[src/rtl/bcd_timekeeper.sv]
// BCD HH:MM:SS timekeeper with a CLK_HZ prescaler, load and per-field manual increments.
// Optional feature: define BCD_TIMEKEEPER_LOAD_CHECK_EN to reject loads holding
// non-BCD or out-of-range fields (load_err pulses instead of loading).
module bcd_timekeeper #(
    parameter int unsigned CLK_HZ = 50000000
) (
    input  logic        clk,
    input  logic        reset,
    input  logic        run,
    input  logic        load,
    input  logic [23:0] time_in,
    input  logic        inc_sec,
    input  logic        inc_min,
    input  logic        inc_hr,
    output logic [23:0] time_out,
    output logic        sec_pulse,
    output logic        day_pulse,
    output logic        load_err
);

    localparam int unsigned CntW = $clog2(CLK_HZ);
    localparam logic [CntW-1:0] CntMax = CntW'(CLK_HZ - 1);

    logic [CntW-1:0] cnt_q, cnt_d;
    logic [23:0]     time_q, time_d;
    logic            sec_pulse_q, sec_pulse_d;
    logic            day_pulse_q, day_pulse_d;
    logic            load_err_q, load_err_d;

    logic            tick;
    logic            inc_any;
    logic            inc_one;
    logic            load_ok;
    logic [8:0]      sec_nxt;
    logic [8:0]      min_nxt;

    // Minutes/seconds field is legal when tens <= 5 and units <= 9.
    function automatic logic valid60(input logic [7:0] f);
        return (f[7:4] <= 4'd5) && (f[3:0] <= 4'd9);
    endfunction

    // Hours field is legal for 00..23.
    function automatic logic valid_hr(input logic [7:0] f);
        return (f[3:0] <= 4'd9) && ((f[7:4] < 4'd2) || ((f[7:4] == 4'd2) && (f[3:0] <= 4'd3)));
    endfunction

    // Returns {carry, next}; an illegal field is treated like 59 (goes to 00 with carry).
    function automatic logic [8:0] inc60(input logic [7:0] f);
        logic [8:0] r;
        if (!valid60(f) || (f == 8'h59)) begin
            r = {1'b1, 8'h00};
        end else if (f[3:0] == 4'd9) begin
            r = {1'b0, f[7:4] + 4'd1, 4'd0};
        end else begin
            r = {1'b0, f[7:4], f[3:0] + 4'd1};
        end
        return r;
    endfunction

    function automatic logic [7:0] inc_hours(input logic [7:0] f);
        logic [7:0] r;
        if (!valid_hr(f) || (f == 8'h23)) begin
            r = 8'h00;
        end else if (f[3:0] == 4'd9) begin
            r = {f[7:4] + 4'd1, 4'd0};
        end else begin
            r = {f[7:4], f[3:0] + 4'd1};
        end
        return r;
    endfunction

`ifdef BCD_TIMEKEEPER_LOAD_CHECK_EN
    assign load_ok = valid60(time_in[7:0]) && valid60(time_in[15:8]) && valid_hr(time_in[23:16]);
`else
    assign load_ok = 1'b1;
`endif

    assign tick    = run && (cnt_q == CntMax);
    assign inc_any = inc_sec | inc_min | inc_hr;
    // Exactly one strobe: odd parity but not all three.
    assign inc_one = (inc_sec ^ inc_min ^ inc_hr) & ~(inc_sec & inc_min & inc_hr);

    // Next-state: prescaler, time fields and strobes under load > inc > tick priority.
    always_comb begin
        cnt_d       = cnt_q;
        time_d      = time_q;
        sec_pulse_d = 1'b0;
        day_pulse_d = 1'b0;
        load_err_d  = 1'b0;
        sec_nxt     = inc60(time_q[7:0]);
        min_nxt     = inc60(time_q[15:8]);

        if (run) begin
            cnt_d = tick ? '0 : cnt_q + CntW'(1);
        end

        if (load) begin
            if (load_ok) begin
                time_d = time_in;
                cnt_d  = '0;
            end else begin
                // Rejected load freezes the prescaler too; any coincident tick is dropped.
                cnt_d      = cnt_q;
                load_err_d = 1'b1;
            end
        end else if (inc_any) begin
            // Any inc strobe claims the cycle; conflicting strobes apply nothing.
            if (inc_one) begin
                unique case ({inc_hr, inc_min, inc_sec})
                    3'b001:  time_d[7:0]   = sec_nxt[7:0];
                    3'b010:  time_d[15:8]  = min_nxt[7:0];
                    3'b100:  time_d[23:16] = inc_hours(time_q[23:16]);
                    default: time_d = time_q;
                endcase
            end
        end else if (tick) begin
            time_d[7:0] = sec_nxt[7:0];
            if (sec_nxt[8]) begin
                time_d[15:8] = min_nxt[7:0];
                if (min_nxt[8]) begin
                    time_d[23:16] = inc_hours(time_q[23:16]);
                end
            end
            sec_pulse_d = 1'b1;
            day_pulse_d = (time_d == 24'h000000);
        end
    end

    // State registers with synchronous reset.
    always_ff @(posedge clk) begin
        if (reset) begin
            cnt_q       <= '0;
            time_q      <= 24'h000000;
            sec_pulse_q <= 1'b0;
            day_pulse_q <= 1'b0;
            load_err_q  <= 1'b0;
        end else begin
            cnt_q       <= cnt_d;
            time_q      <= time_d;
            sec_pulse_q <= sec_pulse_d;
            day_pulse_q <= day_pulse_d;
            load_err_q  <= load_err_d;
        end
    end

    assign time_out  = time_q;
    assign sec_pulse = sec_pulse_q;
    assign day_pulse = day_pulse_q;
    assign load_err  = load_err_q;

endmodule

[config.mk]
export PLATFORM = sky130hd
export DESIGN_NAME = bcd_timekeeper
export DESIGN_NICKNAME = d
export VERILOG_FILES = /design/src/rtl/bcd_timekeeper.sv
export SDC_FILE = /design/constraint.sdc
export NUM_CORES = 1
export LEC_CHECK = 0
export CORE_ASPECT_RATIO = 1.2
export CORE_MARGIN = 4
export CORE_UTILIZATION = 50
export DETAILED_ROUTE_END_ITERATION = 6
export GPL_ROUTABILITY_DRIVEN = 0
export HOLD_SLACK_MARGIN = 0.08
export MAX_ROUTING_LAYER = met4
export PLACE_DENSITY = 0.75
export SLEW_MARGIN = 20
export SYNTH_ARGS = -nofsm -noshare
export SYNTH_HDL_FRONTEND = slang
export SYNTH_SLANG_ARGS = --single-unit
[constraint.sdc]
create_clock -name clk -period 6.36 [get_ports clk]
set_input_delay 1.59 -clock clk [delete_from_list [all_inputs] [get_ports clk]]
set_output_delay 1.59 -clock clk [all_outputs]
set_load 0.005 [all_outputs]
# Word level (Yosys, flattened, before mapping)

Cells that the tools add are included.

Bitwise logic cells: 9
Add/subtract/negate cells: 7
Eq/ne operators: 15
Mux-type cells: 20
$lt $le $gt $ge: 7
Reduce and logical (&&, ||, !) cells: 20

Operators by type and width:

| kind                    | number |
|---|---|
| $mux W24                | 4 |
| $mux W16                | 4 |
| $mux W8                 | 8 |
| $add A26 B1 Y26 const B | 1 |
| $eq A26 B26 Y1 const B  | 1 |
| $mux W26                | 1 |
| $add A4 B1 Y4 const B   | 6 |
| $logic_not A24 Y1       | 1 |
| $mux W9                 | 2 |
| $eq A8 B7 Y1 const B    | 2 |
| $eq A4 B4 Y1 const B    | 3 |
| $le A4 B4 Y1 const B    | 3 |
| $ne A3 B2 Y1 const B    | 4 |
| $reduce_and A3 Y1       | 3 |
| $eq A8 B6 Y1 const B    | 1 |
| $le A4 B3 Y1 const B    | 2 |
| $logic_and A1 B1 Y1     | 5 |
| $eq A4 B2 Y1 const B    | 1 |
| $le A4 B2 Y1 const B    | 1 |
| $logic_or A1 B1 Y1      | 4 |
| $lt A4 B2 Y1 const B    | 1 |
| $reduce_or A4 Y1        | 1 |
| $and A1 B1 Y1           | 3 |
| $eq A3 B1 Y1 const B    | 1 |
| 10 further kinds        | 15 |

Output and inout port bits: 27
Bits of input ports: 31
Flip-flop bits (word level): 52

# Logic depth before layout (Yosys ltp)

Gate-level depths: netlist of the first run.

Depth in word-level cells: 15
Gate-level depth with buffers: 9

# Least setup slack after synthesis of the first run

No wires, ideal clock.

Kind: in2reg
Start: input inc_sec
End: register day_pulse_q (netlist: day_pulse)
Path slack: 3,185 ps
Arrival time: 3,083 ps
Library setup time: 92 ps
Data required time: 6,268 ps
Stages: 8
Path buffers: 1
Path through: inv_1 -> ha_1 -> nor2b_1 -> clkbuf_1 -> nand2_1 -> a2111oi_2 -> o2111ai_1 -> nor4_1

Cells in the longest elaborated chain, start to end: 3

Ends and longest elaborated chain:

| what                              | RTL line | RTL |
|---|---|---|
| start: declaration                | 12       | `input logic inc_sec,` |
| $or A1 B1 Y1 (2 in a row)         | 79       | `assign inc_any = inc_sec \| inc_min \| inc_hr;` |
| $reduce_or A4 Y1 (no source line) | n/a      |  |
| end signal: assignment            | 141      | `day_pulse_q <= day_pulse_d;` |
| end: declaration                  | 27       | `logic day_pulse_q, day_pulse_d;` |

Every way passes these cells.
A chain may end at the register's enable or synchronous reset.

# Final worst setup path of the first run

Start: input inc_sec
End: register time_q[18] (netlist: time_out[18])

Cells in the longest elaborated chain, start to end: 6
Elaborated cells on any way between the ends: 15

Ends and longest elaborated chain:

| what                               | RTL line | RTL |
|---|---|---|
| $and A1 B1 Y1 (2 in a row)         | 81       | `assign inc_one = (inc_sec ^ inc_min ^ inc_hr) & ~(inc_sec & inc_min & inc_hr);` |
| $not A1 Y1                         | 81       |  |
| $and A1 B1 Y1                      | 81       |  |
| $ne A3 B2 Y1 (no source line)      | n/a      |  |
| $reduce_and A3 Y1 (no source line) | n/a      |  |
| end signal: assignment             | 139      | `time_q <= time_d;` |
| end: declaration                   | 25       | `logic [23:0] time_q, time_d;` |

Parallel ways exist; a longest one is shown, timed or not.

==> results of run 1 <==
-- logic make-up (layout without fill, tap and decap cells) --
logic type / Yosys count / after routing
simple gates: 212 / 212
compound gates: 117 / 117
buf+inv: 53 / 87
flops: 52 / 52
xor+xnor: 31 / 31
fa+ha+maj: 13 / 13
mux: 4 / 4
other cells: 1 / 1
-- placed cells by master, fill, tap and decap left out, drive strengths merged, types with 7 or more instances in the layout --
cell / count
a211oi: 9
a21oi: 17
clkbuf: 7
clkdlybuf4s50: 56
dfxtp: 52
ha: 13
inv: 19
nand2: 42
nand2b: 9
nand3: 24
nand4: 8
nor2: 59
nor3: 19
nor4: 8
o21ai: 18
xnor2: 11
xor2: 20
-- metal layers --
layer	wire length [um]	vias to the layer above	share of wire	GRT usage
li1	-	1828	-	-
met1	4250	1797	0.41	0.281
met2	5220	133	0.51	0.405
met3	543	33	0.053	0.0349
met4	305	0	0.030	0.0945
met5	0	-	0	-
-- worst max-delay path: stages --
cell                              delay, ns
sky130_fd_sc_hd__clkdlybuf4s50_1       0.45
sky130_fd_sc_hd__inv_1                 0.10
sky130_fd_sc_hd__ha_1                  0.21
sky130_fd_sc_hd__nor2b_1               0.63
sky130_fd_sc_hd__nand2_1               0.35
sky130_fd_sc_hd__nor4_1                0.41
sky130_fd_sc_hd__a31oi_1               0.09
sky130_fd_sc_hd__a311oi_1              0.30
-- registers in the layout (all words and copies together), names as in the netlist --
register,flops
time_out,24
sec_pulse,1
day_pulse,1
cnt_q,26
-- worst max path at each step --
stage / to / from / depth (start not counted) / slack (ns)
6_report: time_out[18] / inc_sec / 8 / 2.45
5_1_grt: time_out[18] / inc_sec / 8 / 2.28
4_1_cts: day_pulse / inc_sec / 8 / 2.51
3_5_place_dp: day_pulse / inc_min / 8 / 2.20
3_3_place_gp: day_pulse / inc_sec / 8 / 2.34
2_1_floorplan: day_pulse / inc_sec / 8 / 3.18
-- area by class of cell --
cell class	count	area [um^2]	area share
clock buffer	7	96.3	0.0216
clock inverter	1	30.0	0.00674
tap	90	113	0.0253
inverter	20	75.1	0.0168
sequential	52	1040	0.234
timing repair buffer	59	583	0.131
multi-input combinational	378	2520	0.565
-- cell usage after synthesis, drive strengths merged, types with 4 or more instances --
cell type / n / area, um^2
and4: 4 / 35.0
nor2b: 4 / 25.0
dfxtp: 52 / 1040
o32ai: 4 / 35.0
a211oi: 9 / 72.6
a2111oi: 4 / 60.1
xnor2: 11 / 96.3
a21oi: 17 / 88.8
a221oi: 4 / 35.0
nor4: 8 / 65.1
nand4: 8 / 50.1
nand2b: 9 / 56.3
xor2: 20 / 175
nor3: 19 / 100
ha: 13 / 163
nor2: 59 / 221
a31oi: 4 / 40.0
o21a: 4 / 30.0
a21o: 4 / 30.0
nand3: 24 / 120
a22oi: 4 / 35.0
and2: 5 / 33.8
o21ai: 18 / 90.1
inv: 19 / 71.3
nand3b: 6 / 45.0
clkbuf: 18 / 67.6
a311oi: 4 / 35.0
nand2: 42 / 158
buf: 15 / 85.1
nor3b: 4 / 30.0
and3: 5 / 31.3
o41ai: 5 / 43.8
-- power groups by stage --
| stage | logic, mW | clock network, mW | registers [mW] |
|---|---|---|---|
| finish | 0.188 | 0.254 | 0.367 |
| global route | 0.205 | 0.269 | 0.370 |
| CTS | 0.186 | 0.256 | 0.366 |
| detailed placement | 0.185 | 0 | 0.373 |
| global placement | 0.181 | 0 | 0.373 |
| floorplan | 0.131 | 0 | 0.355 |
==> metrics.log, run 1 <==
INFO  metric final.setup.tns = 0 ns
INFO  metric drt_pass1_iterations = 5
INFO  metric tightestPinTransition = 0.752 ns
INFO  metric synth-adder-area-share = 0.0430
INFO  metric post_synth_net_total = 527
INFO  metric route.antenna.remaining_nets = 0
INFO  metric final_net_count = 560
INFO  metric globalRoute.totalOverflow = 0
INFO  metric number_of_cells_after_detailed_placement = 599
INFO  metric largest_net_degree_at_the_start_of_global_routing = 31
INFO  metric htreeDepth = 2
INFO  metric run_status = complete, no violations
INFO  metric area_delta_synth_final = 17.9%
INFO  metric r2r_slack = 3.53 ns
INFO  metric drc_errors = 0
INFO  metric detail_route.wirelength = 10300 um
INFO  metric first_pass_grt_wire_length = 17000 um
INFO  metric post-route-period-util = 0.615
INFO  metric rows = 34
INFO  metric worstHoldPathCells = 2
INFO  metric comb_power_share = 0.232
INFO  metric timing.reg2reg.worst_path_depth = 8
INFO  metric slew_headroom = 0.497
INFO  metric insertion_delay = 0.31 ns
INFO  metric worst_ep_required_time = 6.58 ns
INFO  metric max-clock-path-buffers = 2
INFO  metric final_layout_size_suffix_gt1_frac = 0.0658
INFO  metric worst_min_delay_path_endpoint = cnt_q[25]
INFO  metric coreArea = 7320 um^2
INFO  metric finalNonFillerCells = 607
INFO  metric clkSinkCount = 52
INFO  metric detailedPlacementHpwl = 7540 um
INFO  metric syn-cell-area = 3780 um^2
INFO  metric slew_violations = 0
INFO  metric die_area = 9020 um^2
INFO  metric maxCapViolCount = 0
INFO  metric post_dp_cell_area = 4320 um^2
INFO  metric cts_tree = done
INFO  metric worst-endpoint-arrival = 4.13 ns
INFO  metric cts_inserted_buffers = 5
INFO  metric via_per_inst = 6.25
INFO  metric critical_path.reg2reg.startpoint = time_out[4]
INFO  metric grtUsageTotal = 0.238
INFO  metric worst_setup_path_start_kind = primary input
INFO  metric post_cts_clock_slew_at_the_launch_and_capture_registers_of_the_worst_setup_and_hold_paths = 0.10 ns
INFO  metric final_hold_viol_count = 0
INFO  metric ys_ff_latch = 52
INFO  metric initial_utilization = 0.517
INFO  metric post_synth_inst_count = 483
INFO  metric antenna_cells = 0
INFO  metric vias = 3791
INFO  metric power_density = 182 nW/um^2
INFO  metric final_util = 0.609
INFO  metric synth.lib_cells_used.distinct = 79
INFO  metric fillCellCount = 678
INFO  metric die_w = 87.4 um
INFO  metric share_of_the_yosys_chip_area_belonging_to_registers = 0.275
INFO  metric timing.final.crit_period = 3.91 ns
INFO  metric final_design_area_no_fill = 4460 um^2
INFO  metric antenna_found_initial = 0
INFO  metric synth_async_sr_flop_share = 0
INFO  metric fraction_of_synthesized_cell_area_in_xor_and_xnor_cells = 0.0718
INFO  metric muxShareOfSynthArea = 0.0109
INFO  metric achievable-frequency = 0.256 GHz
INFO  metric power_switching = 243 uW
INFO  metric worst_slack = 2.45 ns
INFO  metric yosysWarnings = 0
INFO  metric placement.io_buffers = 56
INFO  metric totalPowerFinal = 809 uW
INFO  metric sequential_share_of_power = 0.454
INFO  metric cts_setup_buffers = 0
INFO  metric cts.hold.buffers_added = 0
INFO  metric ctsResizeCount = 0
INFO  metric cell_internal_pwr = 566 uW
INFO  metric power.static_leakage = 1.53 nW
INFO  metric drt-wirelength-per-cell = 17.0 um
INFO  metric pre_cts_worst_setup_slack = 2.20 ns
INFO  metric synth_edf_count = 0
INFO  metric synth-simple-area-share = 0.294
INFO  metric drt-initial-drc-count = 349
INFO  metric critical_path_class = in2reg
INFO  metric rsz0062_at_grt = false
INFO  metric die_h = 103 um
INFO  metric worstSetupEndpointType = register
INFO  metric p_sw_frac = 0.300
INFO  metric worst_hold_path_type = reg2reg
INFO  metric crit_fanout = 9
INFO  metric ioPinCount = 58
INFO  metric vias_in_the_first_global_route = 3617
INFO  metric clk_root_buffer_cell = sky130_fd_sc_hd__clkbuf_8
INFO  metric timing.rr.end = time_out[13]
INFO  metric pwr-share-clk = 0.314
INFO  metric synth_top_family_by_area = simple AND/OR/NAND/NOR gates
INFO  metric postSynth.topFlopCell = sky130_fd_sc_hd__dfxtp_1
INFO  metric hold_ws = 0.538 ns
INFO  metric irDropWorstVdd = 119 uV
INFO  metric finalClockSkew = 0.00860 ns
INFO  metric hold_path.startpoint = cnt_q[25]
INFO  metric postSynthAreaPerCell = 7.83 um^2
INFO  metric complex_gate_fraction_of_the_synthesized_area = 0.244
INFO  metric finalSetupViolCount = 0
Note: power is estimated with default switching activity, not from simulation.
==> inputs of run 2 (changes only) <==
Settings changed: PLACE_DENSITY 0.75 to 0.78.
Clock period 6.36 ns to 3.4 ns, I/O delays scaled along.
==> metrics.log, run 2 (synthesis results as in run 1) <==
INFO  metric cts_setup_buffers = 0 (unchanged)
INFO  metric critical_path_class = in2reg
INFO  metric worst_setup_path_start_kind = primary input
INFO  metric cp_cell_sequence = clkdlybuf4s50_1, inv_1, ha_1, nor2b_1, buf_4, a41oi_2, nand2_1, o311a_1, nor3_1
INFO  metric sequential_share_of_power = 0.480 (+0.026)
INFO  metric finalClockSkew = 0.0146 ns (+0.00602 ns)
INFO  metric drt_pass1_iterations = 5 (unchanged)
INFO  metric insertion_delay = 0.31 ns (about the same)
INFO  metric drc_errors = 0 (unchanged)
INFO  metric critPathMaxStageDelay = 0.51 ns (-0.12 ns)
INFO  metric ctsResizeCount = 0 (unchanged)
INFO  metric grt_util_met3 = 0.0325 (-0.00238)
INFO  metric antenna_found_initial = 0 (unchanged)
INFO  metric p_sw_frac = 0.323 (+0.0228)
INFO  metric gr-usage-met1 = 0.284 (+0.00284)
INFO  metric post-route-period-util = 0.853
INFO  metric largest_reg_flops = 26 (unchanged)
INFO  metric placement.io_buffers = 56 (unchanged)
INFO  metric power_switching = 462 uW (+90%)
INFO  metric die_h = 103 um (unchanged)
INFO  metric cts_inserted_buffers = 5 (unchanged)
INFO  metric mostFrequentLayoutCell = sky130_fd_sc_hd__nor2_1
INFO  metric tightestPinTransition = 0.682 ns (-0.0701 ns)
INFO  metric fillCellCount = 650 (-4.1%)
INFO  metric via_per_inst = 6.22 (-0.46%)
INFO  metric power.static_leakage = 1.54 nW (+0.96%)
INFO  metric comb_power_share = 0.249 (+0.017)
INFO  metric die_w = 87.4 um (unchanged)
INFO  metric final_hold_viol_count = 0 (unchanged)
INFO  metric final_net_count = 567 (+1.3%)
INFO  metric final_layout_size_suffix_gt1_frac = 0.0763 (+0.0106)
INFO  metric final.setup.tns = 0 ns (unchanged)
INFO  metric first_pass_grt_wire_length = 16900 um (-0.45%)
INFO  metric finalSetupViolCount = 0 (unchanged)
INFO  metric final_design_area_no_fill = 4470 um^2 (+0.39%)
INFO  metric slew_headroom = 0.544 (+0.0465)
INFO  metric vias = 3817 (+0.69%)
INFO  metric maxCapViolCount = 0 (unchanged)
INFO  metric irDropWorstVdd = 214 uV (+79%)
INFO  metric detail_route.wirelength = 10400 um (+1.3%)
INFO  metric rsz0062_at_grt = false
INFO  metric ioPinCount = 58 (unchanged)
INFO  metric cell_internal_pwr = 968 uW (+71%)
INFO  metric globalRoute.totalOverflow = 0 (unchanged)
INFO  metric registers.top_by_ff_count = cnt_q
INFO  metric largest_net_degree_at_the_start_of_global_routing = 24 (-23%)
INFO  metric initial_utilization = 0.517 (unchanged)
INFO  metric htreeDepth = 2 (unchanged)
INFO  metric worst-path-buf-inv = 3 (+1)
INFO  metric cts.hold.buffers_added = 0 (unchanged)
INFO  metric power_density = 320 nW/um^2 (+76%)
INFO  metric drt-wirelength-per-cell = 17.0 um (+0.11%)
INFO  metric grt_util_met2 = 0.417 (+0.0122)
INFO  metric max-clock-path-buffers = 2 (unchanged)
INFO  metric worst_path_dominant_cell_family = buffers and inverters
INFO  metric busiest_layer_in_global_routing = met2
INFO  metric worst-endpoint-arrival = 3.12 ns (-1.01 ns)
INFO  metric detailedPlacementHpwl = 7720 um (+2.5%)
INFO  metric post_cts_clock_slew_at_the_launch_and_capture_registers_of_the_worst_setup_and_hold_paths = 0.09 ns (about the same)
INFO  metric crit_slowest_cell = sky130_fd_sc_hd__clkdlybuf4s50_1
INFO  metric clkSinkCount = 52 (unchanged)
INFO  metric drt-initial-drc-count = 365 (+4.6%)
INFO  metric route.antenna.remaining_nets = 0 (unchanged)
INFO  metric slew_violations = 0 (unchanged)
INFO  metric clk_root_buffer_cell = sky130_fd_sc_hd__clkbuf_8
INFO  metric vias_in_the_first_global_route = 3551 (-1.8%)
INFO  metric crit_fanout = 15 (+6)
INFO  metric timing.final.crit_period = 2.90 ns
INFO  metric cts_tree = done
INFO  metric final_cell_mix = sky130_fd_sc_hd__nor2_1 (59), sky130_fd_sc_hd__clkdlybuf4s50_1 (56), sky130_fd_sc_hd__dfxtp_1 (52)
INFO  metric worst_ep_required_time = 3.62 ns (-2.96 ns)
INFO  metric antenna_cells = 0 (unchanged)
INFO  metric rows = 34 (unchanged)
INFO  metric worstSetupEndpointType = register
INFO  metric post_dp_cell_area = 4380 um^2 (+1.2%)
INFO  metric achievable-frequency = 0.345 GHz
INFO  metric area_delta_synth_final = 18.3%
INFO  metric coreArea = 7320 um^2 (unchanged)
INFO  metric run_status = complete, no violations
INFO  metric worst_hold_path_type = reg2reg
INFO  metric totalPowerFinal = 1.43 mW (+77%)
INFO  metric pwr-share-clk = 0.271 (-0.043)
INFO  metric grtUsageTotal = 0.238 (+0.000291)
INFO  metric die_area = 9020 um^2 (unchanged)
INFO  metric hold_ws = 0.528 ns (-0.0101 ns)
[run 2: cell count changes in the layout (fill, tap and decap cells not counted), sizes merged]
| cell | change |
|---|---|
| clkbuf | -1 |
| clkinvlp | +2 |
| bufinv | -1 |
| buf | +7 |
[run 2: final cells by class]
cell class | count | area (um^2) | area share
well taps | 90 | 113 | 0.0252
clock inverters | 2 | 15.0 | 0.00336
clock buffers | 6 | 82.6 | 0.0185
inverters | 20 | 75.1 | 0.0168
flip-flops and latches | 52 | 1040 | 0.233
multi-input cells | 378 | 2510 | 0.561
repair buffers | 66 | 636 | 0.142
[run 2: worst register-to-register path, stage by stage (launching register included)]
cell and delay (ns):
sky130_fd_sc_hd__dfxtp_1 0.47, sky130_fd_sc_hd__inv_1 0.12, sky130_fd_sc_hd__ha_1 0.24, sky130_fd_sc_hd__or3b_2 0.50, sky130_fd_sc_hd__o21ai_0 0.24, sky130_fd_sc_hd__o22ai_2 0.31
sky130_fd_sc_hd__nor4_1 0.40, sky130_fd_sc_hd__a31oi_1 0.08, sky130_fd_sc_hd__a311oi_1 0.27
[run 2: power by group through the flow]
stage / clock network [mW] / registers, mW / logic [mW]
after floorplan: 0 / 0.665 / 0.246
after global placement: 0 / 0.698 / 0.343
after detailed placement: 0 / 0.699 / 0.349
after CTS: 0.394 / 0.685 / 0.351
after global routing: 0.416 / 0.692 / 0.386
final: 0.387 / 0.687 / 0.356
[run 2: final timing paths]
check,cells past startpoint,startpoint,slack [ns],end
min reg2reg,2,cnt_q[25],0.53,cnt_q[25]
min,2,cnt_q[25],0.53,cnt_q[25]
max,9,inc_sec,0.50,time_out[0]
max reg2reg,8,time_out[12],0.69,time_out[18]
[run 2: layer usage]
metal  part of all wire  vias to the layer above
li1                   -                     1847
met1               0.41                     1786
met2               0.50                      158
met3              0.063                       26
met4              0.022                        0
met5                  0                        -
[run 2: metrics by stage]
step,setup slack (ns),util,cells
after global routing,0.376,0.611,614
after CTS,0.534,0.611,614
after detailed placement,0.210,0.598,606
final,0.499,0.611,614
after floorplan,0.965,-,483
after global placement,0.292,0.598,606
==> inputs of run 3 (changes only) <==
Settings changed: SKIP_CTS_REPAIR_TIMING set to 1.
==> results of run 3 <==
Final layout, timing and power as in run 2 (identical DEF).
